<file path="src/rtl/sprite_pkg.sv">
// Shared constants, state encoding and frame-selection helper for the sprite blitter.
package sprite_pkg;

    localparam int SCREEN_W = 160;
    localparam int SCREEN_H = 120;

    // Sprite memory address layout: {frame, row, col}
    localparam int FRAME_W = 4;
    localparam int ROW_W   = 6;
    localparam int COL_W   = 6;
    localparam int ADDR_W  = FRAME_W + ROW_W + COL_W;

    localparam logic [8:0] TRANSPARENT_DEFAULT = 9'b111000111;

    typedef enum logic [2:0] {
        IDLE,
        INFO,
        SCAN,
        DRAIN,
        DONE
    } state_t;

    // A requested frame beyond the sprite's animation range falls back to frame 0.
    // An animation-step count of 0 behaves as a single frame.
    function automatic logic [FRAME_W-1:0] effective_frame(input logic [FRAME_W-1:0] frame,
                                                           input logic [2:0]         steps);
        logic [FRAME_W-1:0] n;
        n = (steps == 3'd0) ? 4'd1 : {1'b0, steps};
        return (frame < n) ? frame : 4'd0;
    endfunction

endpackage

</file>
<file path="src/rtl/sprite_if.sv">
// Bundle of the blitter's request, sprite-memory and VGA plot signals.
interface sprite_if;
    import sprite_pkg::*;

    // Game-object side
    logic               Start;
    logic [2:0]         SpriteSel;
    logic [FRAME_W-1:0] Frame;
    logic [7:0]         PosX;
    logic [6:0]         PosY;
    logic               Busy;
    logic               Done;

    // Sprite memory side
    logic [2:0]         MemSel;
    logic [ADDR_W-1:0]  Address;
    logic [8:0]         DataIn;
    logic [COL_W-1:0]   Width;
    logic [ROW_W-1:0]   Height;
    logic [2:0]         AnimSteps;

    // VGA adapter side
    logic [7:0]         VgaX;
    logic [6:0]         VgaY;
    logic [8:0]         VgaColour;
    logic               VgaPlot;

    modport master (
        input  Start, SpriteSel, Frame, PosX, PosY,
        input  DataIn, Width, Height, AnimSteps,
        output Busy, Done, MemSel, Address,
        output VgaX, VgaY, VgaColour, VgaPlot
    );

    modport slave (
        output Start, SpriteSel, Frame, PosX, PosY,
        output DataIn, Width, Height, AnimSteps,
        input  Busy, Done, MemSel, Address,
        input  VgaX, VgaY, VgaColour, VgaPlot
    );

endinterface

</file>
<file path="src/rtl/sprite_scan_counter.sv">
// Row-major col/row walker over a width x height sprite, with a last-pixel flag.
module sprite_scan_counter
    import sprite_pkg::*;
(
    input  logic             Clock,
    input  logic             Reset,
    input  logic [COL_W-1:0] width,
    input  logic [ROW_W-1:0] height,
    input  logic             en,
    input  logic             clr,
    output logic [COL_W-1:0] col,
    output logic [ROW_W-1:0] row,
    output logic             last
);

    logic [COL_W-1:0] col_q, col_d;
    logic [ROW_W-1:0] row_q, row_d;
    logic             col_end;

    assign col_end = (col_q == width - 6'd1);
    assign last    = col_end && (row_q == height - 6'd1);
    assign col     = col_q;
    assign row     = row_q;

    // Next position: clear wins, otherwise advance one pixel when enabled
    always_comb begin
        col_d = col_q;
        row_d = row_q;
        if (clr) begin
            col_d = '0;
            row_d = '0;
        end else if (en) begin
            if (col_end) begin
                col_d = '0;
                row_d = row_q + 6'd1;
            end else begin
                col_d = col_q + 6'd1;
            end
        end
    end

    // Counter registers
    always_ff @(posedge Clock or posedge Reset) begin
        if (Reset) begin
            col_q <= '0;
            row_q <= '0;
        end else begin
            col_q <= col_d;
            row_q <= row_d;
        end
    end

endmodule

</file>
<file path="src/rtl/sprite_blitter.sv">
// Sprite blitter: reads sprite geometry, walks the chosen frame one pixel per
// cycle, and plots every visible, non-transparent pixel at the sprite position.
module sprite_blitter
    import sprite_pkg::*;
#(
    parameter int         MEM_LATENCY = 1,
    parameter logic [8:0] TRANSPARENT = TRANSPARENT_DEFAULT,
    parameter int         SCREEN_W    = sprite_pkg::SCREEN_W,
    parameter int         SCREEN_H    = sprite_pkg::SCREEN_H
)(
    input  logic     Clock,
    input  logic     Reset,
    sprite_if.master bus
);

    state_t             state_q, state_d;
    logic [2:0]         sel_q, sel_d;
    logic [FRAME_W-1:0] frame_q, frame_d;
    logic [7:0]         posx_q, posx_d;
    logic [6:0]         posy_q, posy_d;
    logic [COL_W-1:0]   width_q, width_d;
    logic [ROW_W-1:0]   height_q, height_d;
    logic [2:0]         drain_q, drain_d;

    logic [COL_W-1:0]   col;
    logic [ROW_W-1:0]   row;
    logic               last_pix;

    sprite_scan_counter u_scan (
        .Clock  (Clock),
        .Reset  (Reset),
        .width  (width_q),
        .height (height_q),
        .en     (state_q == SCAN),
        .clr    (state_q == INFO),
        .col    (col),
        .row    (row),
        .last   (last_pix)
    );

    // FSM next state and request/geometry latching
    always_comb begin
        state_d  = state_q;
        sel_d    = sel_q;
        frame_d  = frame_q;
        posx_d   = posx_q;
        posy_d   = posy_q;
        width_d  = width_q;
        height_d = height_q;
        drain_d  = drain_q;
        case (state_q)
            IDLE: begin
                if (bus.Start) begin
                    sel_d   = bus.SpriteSel;
                    frame_d = bus.Frame;
                    posx_d  = bus.PosX;
                    posy_d  = bus.PosY;
                    state_d = INFO;
                end
            end
            INFO: begin
                width_d  = bus.Width;
                height_d = bus.Height;
                frame_d  = effective_frame(frame_q, bus.AnimSteps);
                if (bus.Width == '0 || bus.Height == '0) state_d = DONE;
                else                                     state_d = SCAN;
            end
            SCAN: begin
                if (last_pix) begin
                    drain_d = 3'd0;
                    state_d = DRAIN;
                end
            end
            DRAIN: begin
                // Stay MEM_LATENCY+1 cycles so the final pixel reaches the VGA register
                if (drain_q == 3'(MEM_LATENCY)) state_d = DONE;
                else                            drain_d = drain_q + 3'd1;
            end
            DONE:    state_d = IDLE;
            default: state_d = IDLE;
        endcase
    end

    // FSM and latched request registers
    always_ff @(posedge Clock or posedge Reset) begin
        if (Reset) begin
            state_q  <= IDLE;
            sel_q    <= '0;
            frame_q  <= '0;
            posx_q   <= '0;
            posy_q   <= '0;
            width_q  <= '0;
            height_q <= '0;
            drain_q  <= '0;
        end else begin
            state_q  <= state_d;
            sel_q    <= sel_d;
            frame_q  <= frame_d;
            posx_q   <= posx_d;
            posy_q   <= posy_d;
            width_q  <= width_d;
            height_q <= height_d;
            drain_q  <= drain_d;
        end
    end

    assign bus.MemSel  = (state_q == IDLE) ? 3'd0 : sel_q;
    assign bus.Address = (state_q == SCAN) ? {frame_q, row, col} : '0;
    assign bus.Busy    = (state_q != IDLE);
    assign bus.Done    = (state_q == DONE);

    // Delay line matching the memory read latency; sums are one bit wider so
    // wrap-around past the screen edge is seen as off-screen, not wrapped.
    logic       pipe_valid_q [MEM_LATENCY];
    logic [8:0] pipe_x_q     [MEM_LATENCY];
    logic [7:0] pipe_y_q     [MEM_LATENCY];
    logic       pipe_valid_d [MEM_LATENCY];
    logic [8:0] pipe_x_d     [MEM_LATENCY];
    logic [7:0] pipe_y_d     [MEM_LATENCY];

    // Shift the delay line; stage 0 takes the pixel being addressed this cycle
    always_comb begin
        pipe_valid_d[0] = (state_q == SCAN);
        pipe_x_d[0]     = {1'b0, posx_q} + {3'b000, col};
        pipe_y_d[0]     = {1'b0, posy_q} + {2'b00, row};
        for (int i = 1; i < MEM_LATENCY; i++) begin
            pipe_valid_d[i] = pipe_valid_q[i-1];
            pipe_x_d[i]     = pipe_x_q[i-1];
            pipe_y_d[i]     = pipe_y_q[i-1];
        end
    end

    // Delay line registers
    always_ff @(posedge Clock or posedge Reset) begin
        if (Reset) begin
            for (int i = 0; i < MEM_LATENCY; i++) begin
                pipe_valid_q[i] <= 1'b0;
                pipe_x_q[i]     <= '0;
                pipe_y_q[i]     <= '0;
            end
        end else begin
            for (int i = 0; i < MEM_LATENCY; i++) begin
                pipe_valid_q[i] <= pipe_valid_d[i];
                pipe_x_q[i]     <= pipe_x_d[i];
                pipe_y_q[i]     <= pipe_y_d[i];
            end
        end
    end

    logic [7:0] vga_x_q, vga_x_d;
    logic [6:0] vga_y_q, vga_y_d;
    logic [8:0] vga_colour_q, vga_colour_d;
    logic       vga_plot_q, vga_plot_d;

    // Clip and transparency test on the entry leaving the delay line
    always_comb begin
        vga_x_d      = vga_x_q;
        vga_y_d      = vga_y_q;
        vga_colour_d = vga_colour_q;
        vga_plot_d   = 1'b0;
        if (pipe_valid_q[MEM_LATENCY-1] &&
            bus.DataIn != TRANSPARENT &&
            pipe_x_q[MEM_LATENCY-1] < 9'(SCREEN_W) &&
            pipe_y_q[MEM_LATENCY-1] < 8'(SCREEN_H)) begin
            vga_plot_d   = 1'b1;
            vga_x_d      = pipe_x_q[MEM_LATENCY-1][7:0];
            vga_y_d      = pipe_y_q[MEM_LATENCY-1][6:0];
            vga_colour_d = bus.DataIn;
        end
    end

    // VGA output registers
    always_ff @(posedge Clock or posedge Reset) begin
        if (Reset) begin
            vga_x_q      <= '0;
            vga_y_q      <= '0;
            vga_colour_q <= '0;
            vga_plot_q   <= 1'b0;
        end else begin
            vga_x_q      <= vga_x_d;
            vga_y_q      <= vga_y_d;
            vga_colour_q <= vga_colour_d;
            vga_plot_q   <= vga_plot_d;
        end
    end

    assign bus.VgaX      = vga_x_q;
    assign bus.VgaY      = vga_y_q;
    assign bus.VgaColour = vga_colour_q;
    assign bus.VgaPlot   = vga_plot_q;

endmodule

</file>
<file path="src/flat_wrapper.sv">
// flat-port wrapper written by rule: the top's interface ports become plain ports
module sprite_blitter_flat import sprite_pkg::*;
#(
    parameter int         MEM_LATENCY = 1,
    parameter logic [8:0] TRANSPARENT = TRANSPARENT_DEFAULT,
    parameter int         SCREEN_W    = sprite_pkg::SCREEN_W,
    parameter int         SCREEN_H    = sprite_pkg::SCREEN_H
)
  (Clock, Reset, bus_Start, bus_SpriteSel, bus_Frame, bus_PosX, bus_PosY, bus_DataIn, bus_Width, bus_Height, bus_AnimSteps, bus_Busy, bus_Done, bus_MemSel, bus_Address, bus_VgaX, bus_VgaY, bus_VgaColour, bus_VgaPlot);
  sprite_if bus_i ();
  input  logic Clock;
  input  logic Reset;
  input wire logic [$bits(bus_i.Start)-1:0] bus_Start;
  input wire logic [$bits(bus_i.SpriteSel)-1:0] bus_SpriteSel;
  input wire logic [$bits(bus_i.Frame)-1:0] bus_Frame;
  input wire logic [$bits(bus_i.PosX)-1:0] bus_PosX;
  input wire logic [$bits(bus_i.PosY)-1:0] bus_PosY;
  input wire logic [$bits(bus_i.DataIn)-1:0] bus_DataIn;
  input wire logic [$bits(bus_i.Width)-1:0] bus_Width;
  input wire logic [$bits(bus_i.Height)-1:0] bus_Height;
  input wire logic [$bits(bus_i.AnimSteps)-1:0] bus_AnimSteps;
  output wire logic [$bits(bus_i.Busy)-1:0] bus_Busy;
  output wire logic [$bits(bus_i.Done)-1:0] bus_Done;
  output wire logic [$bits(bus_i.MemSel)-1:0] bus_MemSel;
  output wire logic [$bits(bus_i.Address)-1:0] bus_Address;
  output wire logic [$bits(bus_i.VgaX)-1:0] bus_VgaX;
  output wire logic [$bits(bus_i.VgaY)-1:0] bus_VgaY;
  output wire logic [$bits(bus_i.VgaColour)-1:0] bus_VgaColour;
  output wire logic [$bits(bus_i.VgaPlot)-1:0] bus_VgaPlot;
  assign bus_i.Start = bus_Start;
  assign bus_i.SpriteSel = bus_SpriteSel;
  assign bus_i.Frame = bus_Frame;
  assign bus_i.PosX = bus_PosX;
  assign bus_i.PosY = bus_PosY;
  assign bus_i.DataIn = bus_DataIn;
  assign bus_i.Width = bus_Width;
  assign bus_i.Height = bus_Height;
  assign bus_i.AnimSteps = bus_AnimSteps;
  assign bus_Busy = bus_i.Busy;
  assign bus_Done = bus_i.Done;
  assign bus_MemSel = bus_i.MemSel;
  assign bus_Address = bus_i.Address;
  assign bus_VgaX = bus_i.VgaX;
  assign bus_VgaY = bus_i.VgaY;
  assign bus_VgaColour = bus_i.VgaColour;
  assign bus_VgaPlot = bus_i.VgaPlot;
  sprite_blitter #(.MEM_LATENCY(MEM_LATENCY), .TRANSPARENT(TRANSPARENT), .SCREEN_W(SCREEN_W), .SCREEN_H(SCREEN_H)) u_core (.Clock(Clock), .Reset(Reset), .bus(bus_i));
endmodule
</file>
<file path="config.mk">
export PLATFORM = sky130hd
export DESIGN_NAME = sprite_blitter_flat
export DESIGN_NICKNAME = d
export VERILOG_FILES = /design/src/rtl/sprite_pkg.sv /design/src/rtl/sprite_if.sv /design/src/rtl/sprite_scan_counter.sv /design/src/rtl/sprite_blitter.sv /design/src/flat_wrapper.sv
export SDC_FILE = /design/constraint.sdc
export NUM_CORES = 1
export LEC_CHECK = 0
export BUFFER_PORTS_ARGS = -buffer_cell sky130_fd_sc_hd__clkbuf_2
export CORE_MARGIN = 2
export CORE_UTILIZATION = 38
export CTS_CLUSTER_SIZE = 12
export DETAILED_ROUTE_END_ITERATION = 10
export GPL_TIMING_DRIVEN = 0
export PLACE_DENSITY = 0.57
export SLEW_MARGIN = 0
export SYNTH_ARGS = -nofsm -noshare
export SYNTH_HDL_FRONTEND = slang
export SYNTH_HIERARCHICAL = 1
export SYNTH_SLANG_ARGS = --single-unit
</file>
<file path="constraint.sdc">
create_clock -name Clock -period 3.5 [get_ports Clock]
set_input_delay 0.175 -clock Clock [delete_from_list [all_inputs] [get_ports Clock]]
set_output_delay 0.175 -clock Clock [all_outputs]
set_load 0.02 [all_outputs]
</file>
After elaboration in Yosys (flattened, before gate mapping)
Index checks and enable logic that the tools add are counted.

word-level totals
  register bits after elaboration = 95
  input bits = 49
  output and inout port bits = 46
  word-level logic and storage cells = 80

cells by class
  $add $sub $neg = 7
  $lt $le $gt $ge = 3
  equal/unequal tests = 13
  mux-type cells = 21
  reduce and logical (&&, ||, !) cells = 19

operators with widths
  operator               number
  $mux W6                6
  $mux W3                8
  $mux W16               1
  $add A6 B1 Y6 const B  2
  $eq A6 B6 Y1           2
  $logic_not A6 Y1       2
  $pmux W3 S4            1
  $sub A6 B1 Y6 const B  2
  $add A8 B6 Y9          1
  $lt A9 B8 Y1 const B   1
  $ne A9 B9 Y1 const B   1
  $reduce_and A3 Y1      3
  $add A7 B6 Y8          1
  $lt A8 B7 Y1 const B   1
  $mux W4                2
  $pmux W4 S2            1
  $reduce_bool A2 Y1     4
  $eq A3 B1 Y1 const B   2
  $eq A3 B2 Y1 const B   2
  $logic_not A3 Y1       2
  $ne A2 B2 Y1 const B   3
  $pmux W3 S2            1
  $logic_and A1 B1 Y1    4
  $lt A4 B4 Y1           1
  other kinds (7)        9

Logic depth before layout (Yosys ltp)
Gate-level depths: netlist (run 1).

  depth in word-level cells = 5
  mapped depth = 10
  gate-level depth less buffers = 10

Modules after synthesis
Netlist (run 1), hierarchy kept.

by module, submodules not included
  module               times used  cells an instance  area an instance (um2)  seq. area each (um2)
  sprite_blitter       1           293                3,893.7                 2,077.0
  sprite_scan_counter  1           124                1,048.5                 300.3

Least setup slack after synthesis (run 1)
OpenSTA, ideal clock, no wires.

  path kind = flip-flop to flip-flop
  start = register u_core.width_q[0]
  end = register u_core.drain_q[1]
  setup time = 0.121 ns
  arrival time = 2.034 ns
  required time = 3.379 ns
  setup slack = 1.345 ns
  cell stages (with the launch flop) = 10
  buffers on the path = 1
  clock period less this slack = 2.155 ns
  cells stage by stage = dfrtp_1 > inv_1 > ha_1 > nand2b_1 > o211a_1 > o31a_1 > buf_2 > nor4_1 > o21bai_1 > a22o_1

on the way
  cells in the longest elaborated chain, start to end = 5

ends and longest elaborated chain
  element                      line                       source
  start: declaration           sprite_blitter.sv:21       logic [COL_W-1:0] width_q, width_d;
  start signal: assignment     sprite_blitter.sv:101      width_q <= width_d;
  $sub A6 B1 Y6                sprite_scan_counter.sv:20  assign col_end = (col_q == width - 6'd1);
  $eq A6 B6 Y1                 sprite_scan_counter.sv:20
  $logic_and A1 B1 Y1          sprite_scan_counter.sv:21  assign last = col_end && (row_q == height - 6'd1);
  net u_core.last_pix          sprite_blitter.sv:27       logic last_pix;
  $ne A2 B1 Y1 (no line)       --
  $reduce_and A3 Y1 (no line)  --
  end signal: assignment       sprite_blitter.sv:103      drain_q <= drain_d;
  end: declaration             sprite_blitter.sv:23       logic [2:0] drain_q, drain_d;

The timed path passes the listed nets, and every way through them passes these cells.
A chain may end at the register's enable or synchronous reset.

Final worst setup path (run 1)
  start = register u_core.state_q[2]
  end = register u_core.u_scan.row_q[5], in the netlist u_core/u_scan/row[5]

on the way
  cells in the longest elaborated chain, start to end = 3
  elaborated cells between the ends (all ways) = 6
  those cells by class = eq/ne: 2; mux: 1; reduce/logical: 3

ends and longest elaborated chain
  element                       line                       source
  start: declaration            sprite_blitter.sv:16       state_t state_q, state_d;
  start signal: assignment      sprite_blitter.sv:96       state_q <= state_d;
  $eq A3 B2 Y1                  --
  net u_core.pipe_valid_d       sprite_blitter.sv:117      logic pipe_valid_d [MEM_LATENCY];
  $reduce_bool A2 Y1 (no line)  --
  $reduce_and A2 Y1 (no line)   --
  end signal: assignment        sprite_scan_counter.sv:49  row_q <= row_d;
  end: declaration              sprite_scan_counter.sv:17  logic [ROW_W-1:0] row_q, row_d;

The timed path passes the listed nets, and every way through them passes these cells.

==> qor.yml, run 1 <==
status:
  status: "finished, final reports clean"
place:
  gp_congestion: 0.8191
  place_area_um2: 5658
  hpwl_mm: 7.880
  portBuffers: 94
global_route:
  grt_max_degree: 55
  grt_first_pass_wirelength_mm: 17.91
  track_usage_pct: 16.01
  grt_overflow: 0
  antenna_found_initial: 0
  grt_pass1_vias: 3637
route:
  viasPerCell: 5.019
  via_count: 3513
  routedWlPerCell_um: 14.86
  drtAntennaViolNets: 0
  routed_wirelength_mm: 10.41
  dr.pass1.iters: 4
  drc: 0
  drt_iter0_drc: 225
hold_path:
  min_from: "bus_PosX[4]"
  hold_end: "u_core/posx_q[4]$_DFFE_PP0P_"
  whs_path_depth: 2
  hold_class: "in2reg"
finish:
  post-route-util_pct: 47.20
  multi_input_comb_area_um2: 2409
  fin_nets: 595
  syn2layout_area_growth_pct: 21.01
  ff_latch_area_um2: 2377
  nFillCells: 1199
  final_common_cell: "dfrtp_1"
  n_antenna_cell: 0
  drive_gt1_share_pct: 35.80
  finalInstanceArea_um2: 5981
  mostFrequentLayoutCells: "dfrtp_1, clkbuf_2, mux2_2"
clock_network:
  clkTransAtPathRegs_ns: 0.06
  clockBufferDepth: 2
  clock-root-buffer: "clkbuf_16"
  cts_inserted_buffers: 9
  clk_latency_ns: 0.34
  cts_tree: "yes"
  htreeDepth: 3
  clock_sinks: 95
  post_cts_resized: 0
synthesis:
  dominantRegCellSynth: "dfrtp_1"
  ys_seq_area_share_pct: 48.10
  yosys_warnings: 6
  postSynthCellCount: 417
  avgSynthCellArea_um2: 11.85
  synth_edf_count: 0
  syn_nets: 488
  synth-seq-cells: 95
  synth.distinct_cells: 59
  synth_area_um2: 4942
  synthArstFlopShare_pct: 100.0
job:
  cap_violations: 0
sta:
  tns_ns: 0
  min_period_ns: 2.767
  rsz0062_at_grt: "no"
  slew_viol_final: 0
  slew_headroom_pct: 51.60
  hold_viol_final: 0
  fin_crit_sh_pct: 79.04
  fmax_mhz: 361.5
  worstMarginPinSlew_ns: 0.7220
  holdWs_ns: 0.06421
  worst_clock_skew_ns: 0.006510
  setup_viol: 0
floorplanning:
  die_w_um: 118.0
  rows: 41
  fp.dieArea_um2: 13930
  io_pins: 95
  die_h_um: 118.0
  start_util_pct: 39.00
  coreArea_um2: 12670
worst_setup_path:
  r2r-start: "u_core/state_q[2]$_DFFE_PP0P_"
  path_buf_inv: 1
  crit_chain: "nand2b_1 -> nor2_1 -> clkbuf_1 -> nand3_1 -> nor4_1 -> mux2_2"
  required_ns: 3.73
  max_stage_delay_ns: 0.55
  cp.arrival_ns: 2.99
  critPathSlowestCell: "clkbuf_1"
  end_kind: "flop"
  rr_worst_depth: 6
  cp_max_fo: 16
  reg2reg_slack_ns: 0.73
  crit_type: "reg2reg"
  path_delay_family: "simple AND/OR/NAND/NOR gates"
  start_kind: "flop"
  rr_endpoint: "u_core/u_scan/row[5]$_DFFE_PP0P_"
pwr:
  powerDensity_nw_per_um2: 989.7
  power_leakage_nw: 2.774
  max-vdd-ir-drop_mv: 0.3567
[metal layers]
metal | GRT usage (%) | share of wire [%] | vias up
met1 | 21.20 | 47 | 1703
li1 | - | - | 1705
met2 | 25.84 | 48 | 91
met3 | 3.052 | 3.5 | 14
met4 | 6.476 | 2.1 | 0
met5 | 0 | 0 | -
[worst register-to-register path, cell delays in order, from the launching register on]
cell,delay (ns)
dfrtp_1,0.45
nand2b_1,0.25
nor2_1,0.38
clkbuf_1,0.55
nand3_1,0.28
nor4_1,0.37
mux2_2,0.37
[cell usage after synthesis, drive strengths merged, types with 7 or more instances]
cell type	instances	area, µm²
dfrtp	95	2377
mux2	58	716.9
nor2	26	97.59
ha	20	250.2
a21oi	18	93.84
and2	17	106.4
inv	16	60.06
nor2b	13	81.33
o21ai	13	68.82
nand2	12	45.04
nand2b	12	75.07
xnor2	11	96.34
xor2	11	96.34
buf	8	77.57
nand3	7	35.03
nor3	7	40.04
nor4	7	58.81
[layout make-up]
| cell class | count | area share (%) |
|---|---|---|
| multi-input combinational | 293 | 40.27 |
| sequential | 95 | 39.75 |
| timing repair buffer | 96 | 8.494 |
| clock buffer | 11 | 4.059 |
| tap | 172 | 3.598 |
| buffer | 13 | 1.611 |
| clock inverter | 4 | 1.172 |
| inverter | 16 | 1.046 |
[where the power goes]
group / total [mW] / switching, mW / internal, mW
logic: 2.85 / 1.48 / 1.37
registers: 2.04 / 0.408 / 1.63
clock network: 1.03 / 0.392 / 0.639
total: 5.92 / 2.28 / 3.64
[sequential cells by signal (all words and copies together), names as in the netlist]
register and cells:
u_core/bus.VgaX 8, u_core/width_q 6, u_core/state_q 3, u_core/pipe_x_q 9, u_core/bus.VgaPlot 1, u_core/frame_q 4
u_core/bus.VgaY 7, u_core/pipe_y_q 8, u_core/drain_q 3, u_core/posy_q 7, u_core/u_scan/col 6, u_core/bus.VgaColour 9
u_core/pipe_valid_q 1, u_core/height_q 6, u_core/u_scan/row 6, u_core/sel_q 3, u_core/posx_q 8
[per-stage QoR]
step                instances  total power, mW  worst slack [ns]
CTS                       700            5.996            0.6768
finish                    700            5.919            0.7334
global route              700            6.397            0.4695
floorplan                 417            4.164             1.188
global placement          683            4.823            0.2105
detailed placement        684            4.928            0.7163
[what timing repair did]
| item | 4_1_cts | 5_1_grt |
|---|---|---|
| setup buffers | 0 | 0 |
| hold endpoints to repair | 41 | 0 |
| hold buffers | 1 | 0 |
[kinds of logic (layout without fill, tap and decap cells)]
family / after synthesis / in the layout / synth area share, %
flip-flops: 95 / 95 / 48.10
multiplexers: 63 / 63 / 15.52
XOR/XNOR: 22 / 22 / 3.899
AO/OA/AOI/OAI: 68 / 68 / 9.772
adder cells (fa/ha/maj): 22 / 22 / 5.873
buffers and inverters: 29 / 140 / 3.165
AND/OR/NAND/NOR: 118 / 118 / 13.67
[worst max-delay path by stage]
stage / startpoint / endpoint / slack (ns) / depth (start not counted)
global placement: Reset / u_core/posx_q[2]$_DFFE_PP0P_ / 0.21 / 2
CTS: u_core/state_q[2]$_DFFE_PP0P_ / u_core/u_scan/row[5]$_DFFE_PP0P_ / 0.68 / 6
finish: u_core/state_q[2]$_DFFE_PP0P_ / u_core/u_scan/row[5]$_DFFE_PP0P_ / 0.73 / 6
global route: u_core/state_q[2]$_DFFE_PP0P_ / u_core/u_scan/row[5]$_DFFE_PP0P_ / 0.47 / 6
detailed placement: u_core/state_q[2]$_DFFE_PP0P_ / u_core/u_scan/row[5]$_DFFE_PP0P_ / 0.72 / 6
floorplan: Reset / u_core/bus.VgaColour[0]$_DFFE_PP0P_ / 1.19 / 1
Power figures use the tool's default switching activity.
==> run 2: changes to the inputs <==
==> constraint.sdc (replaced) <==
create_clock -name Clock -period 2.8 [get_ports Clock]
set_input_delay 0.14 -clock Clock [delete_from_list [all_inputs] [get_ports Clock]]
set_output_delay 0.14 -clock Clock [all_outputs]
set_load 0.02 [all_outputs]
==> qor.yml, run 2 (synthesis gave the netlist of run 1 again) <==
job:
  cap_violations: 0
global_route:
  grt_pass1_vias: 3636
  grt_max_degree: 55
  grt_first_pass_wirelength_mm: 17.90
  grt_overflow: 0
  antenna_found_initial: 0
  track_usage_pct: 16.00
place:
  hpwl_mm: 7.880
  portBuffers: 94
  gp_congestion: 0.8191
worst_setup_path:
  crit_type: "reg2reg"
  required_ns: 3.03
  start_kind: "flop"
  cp.arrival_ns: 2.75
  cp_max_fo: 16
  rr_worst_depth: 6
  end_kind: "flop"
  rr_endpoint: "u_core/u_scan/row[5]$_DFFE_PP0P_"
  reg2reg_slack_ns: 0.28
  r2r-start: "u_core/state_q[2]$_DFFE_PP0P_"
floorplanning:
  io_pins: 95
  die_h_um: 118.0
  coreArea_um2: 12670
  start_util_pct: 39.00
  die_w_um: 118.0
  rows: 41
  fp.dieArea_um2: 13930
clock_network:
  htreeDepth: 3
  cts_setup_buffers: 0
  clk_latency_ns: 0.34
  clock-root-buffer: "clkbuf_16"
  clock_sinks: 95
  cts_inserted_buffers: 9
  clkTransAtPathRegs_ns: 0.06
  cts_tree: "yes"
  clockBufferDepth: 2
sta:
  slew_viol_final: 0
  setup_viol: 0
  holdWs_ns: 0.02897
  worst_clock_skew_ns: 0.006513
  tns_ns: 0
  slew_headroom_pct: 51.39
  worstMarginPinSlew_ns: 0.7252
  fmax_mhz: 397.0
  hold_viol_final: 0
  rsz0062_at_grt: "no"
  min_period_ns: 2.519
  fin_crit_sh_pct: 89.96
status:
  status: "finished, final reports clean"
route:
  routed_wirelength_mm: 10.40
  drtAntennaViolNets: 0
  dr.pass1.iters: 4
  viasPerCell: 5.020
  via_count: 3514
  drc: 0
  routedWlPerCell_um: 14.86
  drt_iter0_drc: 239
finish:
  n_antenna_cell: 0
  mostFrequentLayoutCells: "clkbuf_2, dfrtp_1, mux2_2"
  nFillCells: 1197
  multi_input_comb_area_um2: 2415
  drive_gt1_share_pct: 36.17
  ff_latch_area_um2: 2377
  syn2layout_area_growth_pct: 21.16
  fin_nets: 595
hold_path:
  hold_class: "in2reg"
  whs_path_depth: 2
  min_from: "bus_PosX[4]"
  hold_end: "u_core/posx_q[4]$_DFFE_PP0P_"
pwr:
  power_leakage_nw: 2.777
  powerDensity_nw_per_um2: 1237
  max-vdd-ir-drop_mv: 0.4459
-- run 2: cell count changes in the layout (fill, tap and decap cells not counted) --
cell,change
clkbuf_1,-1
nor4_1,-1
nor4_2,+1
clkbuf_2,+1
-- run 2: power breakdown --
| group | internal [mW] | switching, mW |
|---|---|---|
| combinational | 1.72 | 1.86 |
| clock | 0.799 | 0.490 |
| sequential | 2.04 | 0.510 |
-- run 2: worst max-delay path by stage --
stage                                          endpoint                          start  slack (ns)
floorplan           u_core/bus.VgaColour[0]$_DFFE_PP0P_                          Reset        0.52
global placement           u_core/posx_q[2]$_DFFE_PP0P_                          Reset       -0.45
detailed placement     u_core/u_scan/row[5]$_DFFE_PP0P_  u_core/state_q[2]$_DFFE_PP0P_        0.02
CTS                       u_core/drain_q[2]$_DFFE_PP0P_  u_core/width_q[0]$_DFFE_PP0P_        0.15
global route           u_core/u_scan/row[5]$_DFFE_PP0P_  u_core/state_q[2]$_DFFE_PP0P_        0.06
finish                 u_core/u_scan/row[5]$_DFFE_PP0P_  u_core/state_q[2]$_DFFE_PP0P_        0.28
-- run 2: area by class of cell --
type / count / area share (%)
Multi-Input combinational cell: 293 / 40.33
Clock inverter: 4 / 1.170
Inverter: 16 / 1.045
Clock buffer: 11 / 4.053
Sequential cell: 95 / 39.70
Tap cell: 172 / 3.594
Timing Repair Buffer: 96 / 8.483
Buffer: 13 / 1.630
-- run 2: timing repair --
action / CTS / global route
hold buffers: 1 / 0
endpoints found under the setup margin: 1 / 4
hold endpoints to repair: 41 / 0
resized for setup: 1 / 1
gates cloned: 0 / 0
-- run 2: worst max-delay path: stages (launching register included) --
cell	delay, ns
dfrtp_1	0.45
nand2b_1	0.25
nor2_1	0.38
clkbuf_2	0.38
nand3_1	0.21
nor4_1	0.35
mux2_2	0.37
-- run 2: metal layers --
layer / track usage, % / wire length, µm / vias to the layer above
li1: - / - / 1704
met1: 21.17 / 4879 / 1707
met2: 25.84 / 4945 / 89
met3: 3.052 / 363 / 14
met4: 6.476 / 215 / 0
met5: 0 / 0 / -
-- run 2: stage by stage --
stage	cell area (µm²)	total power, mW	setup WS, ns	cells	utilization [%]
after floorplan	4942	5.205	0.5232	417	-
after detailed placement	5658	6.160	0.01631	684	44.65
after CTS	5982	7.496	0.1543	700	47.21
final	5988	7.410	0.2812	700	47.26
after global placement	5628	6.029	-0.4545	683	44.42
after global routing	5988	8.007	0.06261	700	47.26
==> run 3: changes to the inputs <==
--- a/config.mk
+++ b/config.mk
@@ -5,13 +5,15 @@
 export SDC_FILE = /design/constraint.sdc
 export NUM_CORES = 1
 export LEC_CHECK = 0
+export ABC_AREA = 1
 export BUFFER_PORTS_ARGS = -buffer_cell sky130_fd_sc_hd__clkbuf_2
+export CAP_MARGIN = 5
 export CORE_MARGIN = 2
 export CORE_UTILIZATION = 38
 export CTS_CLUSTER_SIZE = 12
 export DETAILED_ROUTE_END_ITERATION = 10
 export GPL_TIMING_DRIVEN = 0
-export PLACE_DENSITY = 0.57
+export PLACE_DENSITY = 0.58
 export SLEW_MARGIN = 0
 export SYNTH_ARGS = -nofsm -noshare
 export SYNTH_HDL_FRONTEND = slang
==> qor.yml, run 3 <==
finish:
  nFillCells: 1253
  mostFrequentLayoutCells: "nand2_1, dfrtp_1, clkbuf_2"
  final_common_cell: "nand2_1"
  finalInstanceArea_um2: 6040
  fin_nets: 786
  fin_cells: 892
  n_antenna_cell: 0
  drive_gt1_share_pct: 21.11
  ff_latch_area_um2: 2377
  post-route-util_pct: 48.05
  multi_input_comb_area_um2: 2098
  syn2layout_area_growth_pct: 24.12
pwr:
  max-vdd-ir-drop_mv: 0.4632
  finalPower_mw: 6.685
  powerDensity_nw_per_um2: 1107
  power_leakage_nw: 3.330
synthesis:
  yosys_warnings: 6
  synth_commonest_cells: "nand2_1, dfrtp_1, inv_1"
  synth_top_area_share_pct: 48.86
  synth_edf_count: 0
  synth_largest_area_cell: "dfrtp_1"
  syn_nets: 665
  synth_area_um2: 4866
  synth.distinct_cells: 37
  postSynthCellCount: 594
  yosysMostFrequentCell: "nand2_1"
  synthTopCellsByArea: "dfrtp_1, nand2_1, inv_1"
  synth-seq-cells: 95
  synthArstFlopShare_pct: 100.0
  dominantRegCellSynth: "dfrtp_1"
  avgSynthCellArea_um2: 8.192
  ys_seq_area_share_pct: 48.86
worst_setup_path:
  crit_type: "reg2reg"
  critPathSlowestCell: "dfrtp_1"
  crit_top_cell: "inv_2"
  max_stage_delay_ns: 0.42
  crit_chain: "inv_2 -> nand3_2 -> inv_1 -> buf_2 -> nor2_1 -> inv_2 -> nand2_1 -> nor3_2 -> nand3_1 -> xor2_1 -> a21oi_1"
  cp.arrival_ns: 2.42
  cp_max_fo: 15
  required_ns: 3.06
  start_kind: "flop"
  end_kind: "flop"
route:
  viasPerCell: 4.510
  drc: 0
  routed_wirelength_mm: 10.31
  routedWlPerCell_um: 11.56
  drt_iter0_drc: 200
  dr.pass1.iters: 4
  drtAntennaViolNets: 0
  via_count: 4023
sta:
  fmax_mhz: 463.3
  setup_viol: 0
  rsz0062_at_grt: "no"
  slew_viol_final: 0
  min_period_ns: 2.158
  tns_ns: 0
  worstMarginPinSlew_ns: 0.4147
  timing.final.ws_setup_ns: 0.6416
  hold_viol_final: 0
  holdWs_ns: 0.008355
  worst_clock_skew_ns: 0.006585
  fin_crit_sh_pct: 77.09
  slew_headroom_pct: 72.32
global_route:
  track_usage_pct: 16.03
  grt_pass1_vias: 3860
  grt_overflow: 0
  antenna_found_initial: 0
  grt_first_pass_wirelength_mm: 17.11
  grt_max_degree: 68
floorplanning:
  fp.dieArea_um2: 13730
  die_w_um: 117.2
  start_util_pct: 38.72
  coreArea_um2: 12570
  rows: 41
  io_pins: 95
  die_h_um: 117.2
clock_network:
  cts_tree: "yes"
  post_cts_resized: 0
  clk_latency_ns: 0.34
  cts_setup_buffers: 0
  cts_inserted_buffers: 9
  htreeDepth: 3
  clkTransAtPathRegs_ns: 0.06
  clock_sinks: 95
  hold_buffers: 15
  clockBufferDepth: 2
  clock-root-buffer: "clkbuf_16"
status:
  status: "finished, final reports clean"
hold_path:
  hold_class: "in2reg"
place:
  place_area_um2: 5582
  place_worst_setup_slack_ns: 0.6868
  hpwl_mm: 7.954
  gp_congestion: 0.8467
  portBuffers: 94
  placedCellCount: 861
job:
  cap_violations: 0
[run 3: cell count changes after synthesis, moves of 9 or more]
cell and change:
nand2b_1 -12, xor2_1 +9, nor2_1 +12, nor2b_1 -13, nand3_1 +21, and2_1 -17
nand2_1 +195, inv_2 +9, mux2_4 -17, inv_1 +55, o21ai_0 +15, mux2_2 -41
[run 3: area by class of cell]
| cell class | count | area share (%) |
|---|---|---|
| Sequential cell | 95 | 39.36 |
| Clock inverter | 5 | 1.077 |
| Buffer | 12 | 1.388 |
| Clock buffer | 11 | 4.019 |
| Tap cell | 172 | 3.563 |
| Timing Repair Buffer | 110 | 10.73 |
| Multi-Input combinational cell | 406 | 34.74 |
| Inverter | 81 | 5.117 |
[run 3: power by group]
part	total, mW	switching [mW]	internal [mW]
logic	3.02	1.91	1.11
registers	2.43	0.441	1.99
clock network	1.24	0.517	0.724
[run 3: final timing paths]
| check | from | slack [ns] | cells after the start | endpoint |
|---|---|---|---|---|
| setup / recovery | u_core/state_q[1]$_DFFE_PP0P_ | 0.64 | 11 | u_core/u_scan/col[5]$_DFFE_PP0P_ |
| hold / removal | bus_SpriteSel[2] | 0.008 | 3 | u_core/sel_q[2]$_DFFE_PP0P_ |
| setup reg to reg | u_core/state_q[1]$_DFFE_PP0P_ | 0.64 | 11 | u_core/u_scan/col[5]$_DFFE_PP0P_ |
| hold reg to reg | u_core/pipe_x_q[2]$_DFF_PP0_ | 0.44 | 2 | u_core/bus.VgaX[2]$_DFFE_PP0P_ |
| max in group asynchronous | Reset | 1.90 | 4 | u_core/bus.VgaColour[3]$_DFFE_PP0P_ |
| min in group asynchronous | Reset | 0.30 | 3 | u_core/width_q[4]$_DFFE_PP0P_ |
[run 3: kinds of logic after synthesis]
| family | count (synthesis) | synth area share (%) |
|---|---|---|
| simple gates | 306 | 27.00 |
| fa+ha+maj | 22 | 5.966 |
| flops | 95 | 48.86 |
| buf+inv | 93 | 8.023 |
| xor+xnor | 25 | 4.500 |
| compound gates | 53 | 5.657 |
[run 3: per-layer routing]
metal,vias up,track usage [%],routed length (µm)
li1,2091,-,-
met1,1836,17.72,4427
met2,89,29.66,5250
met3,7,5.046,515
met4,0,4.235,119
met5,-,0,0
[run 3: critical path, delay by kind of cell, from the launching register on]
kind                      cells  cell delay [ns]
DFF                           1             0.42
and+or+nand+nor               5             0.69
buffers and inverters         4             0.67
AOI/OAI and AO/OA             1             0.13
xor gates and xnor gates      1             0.16
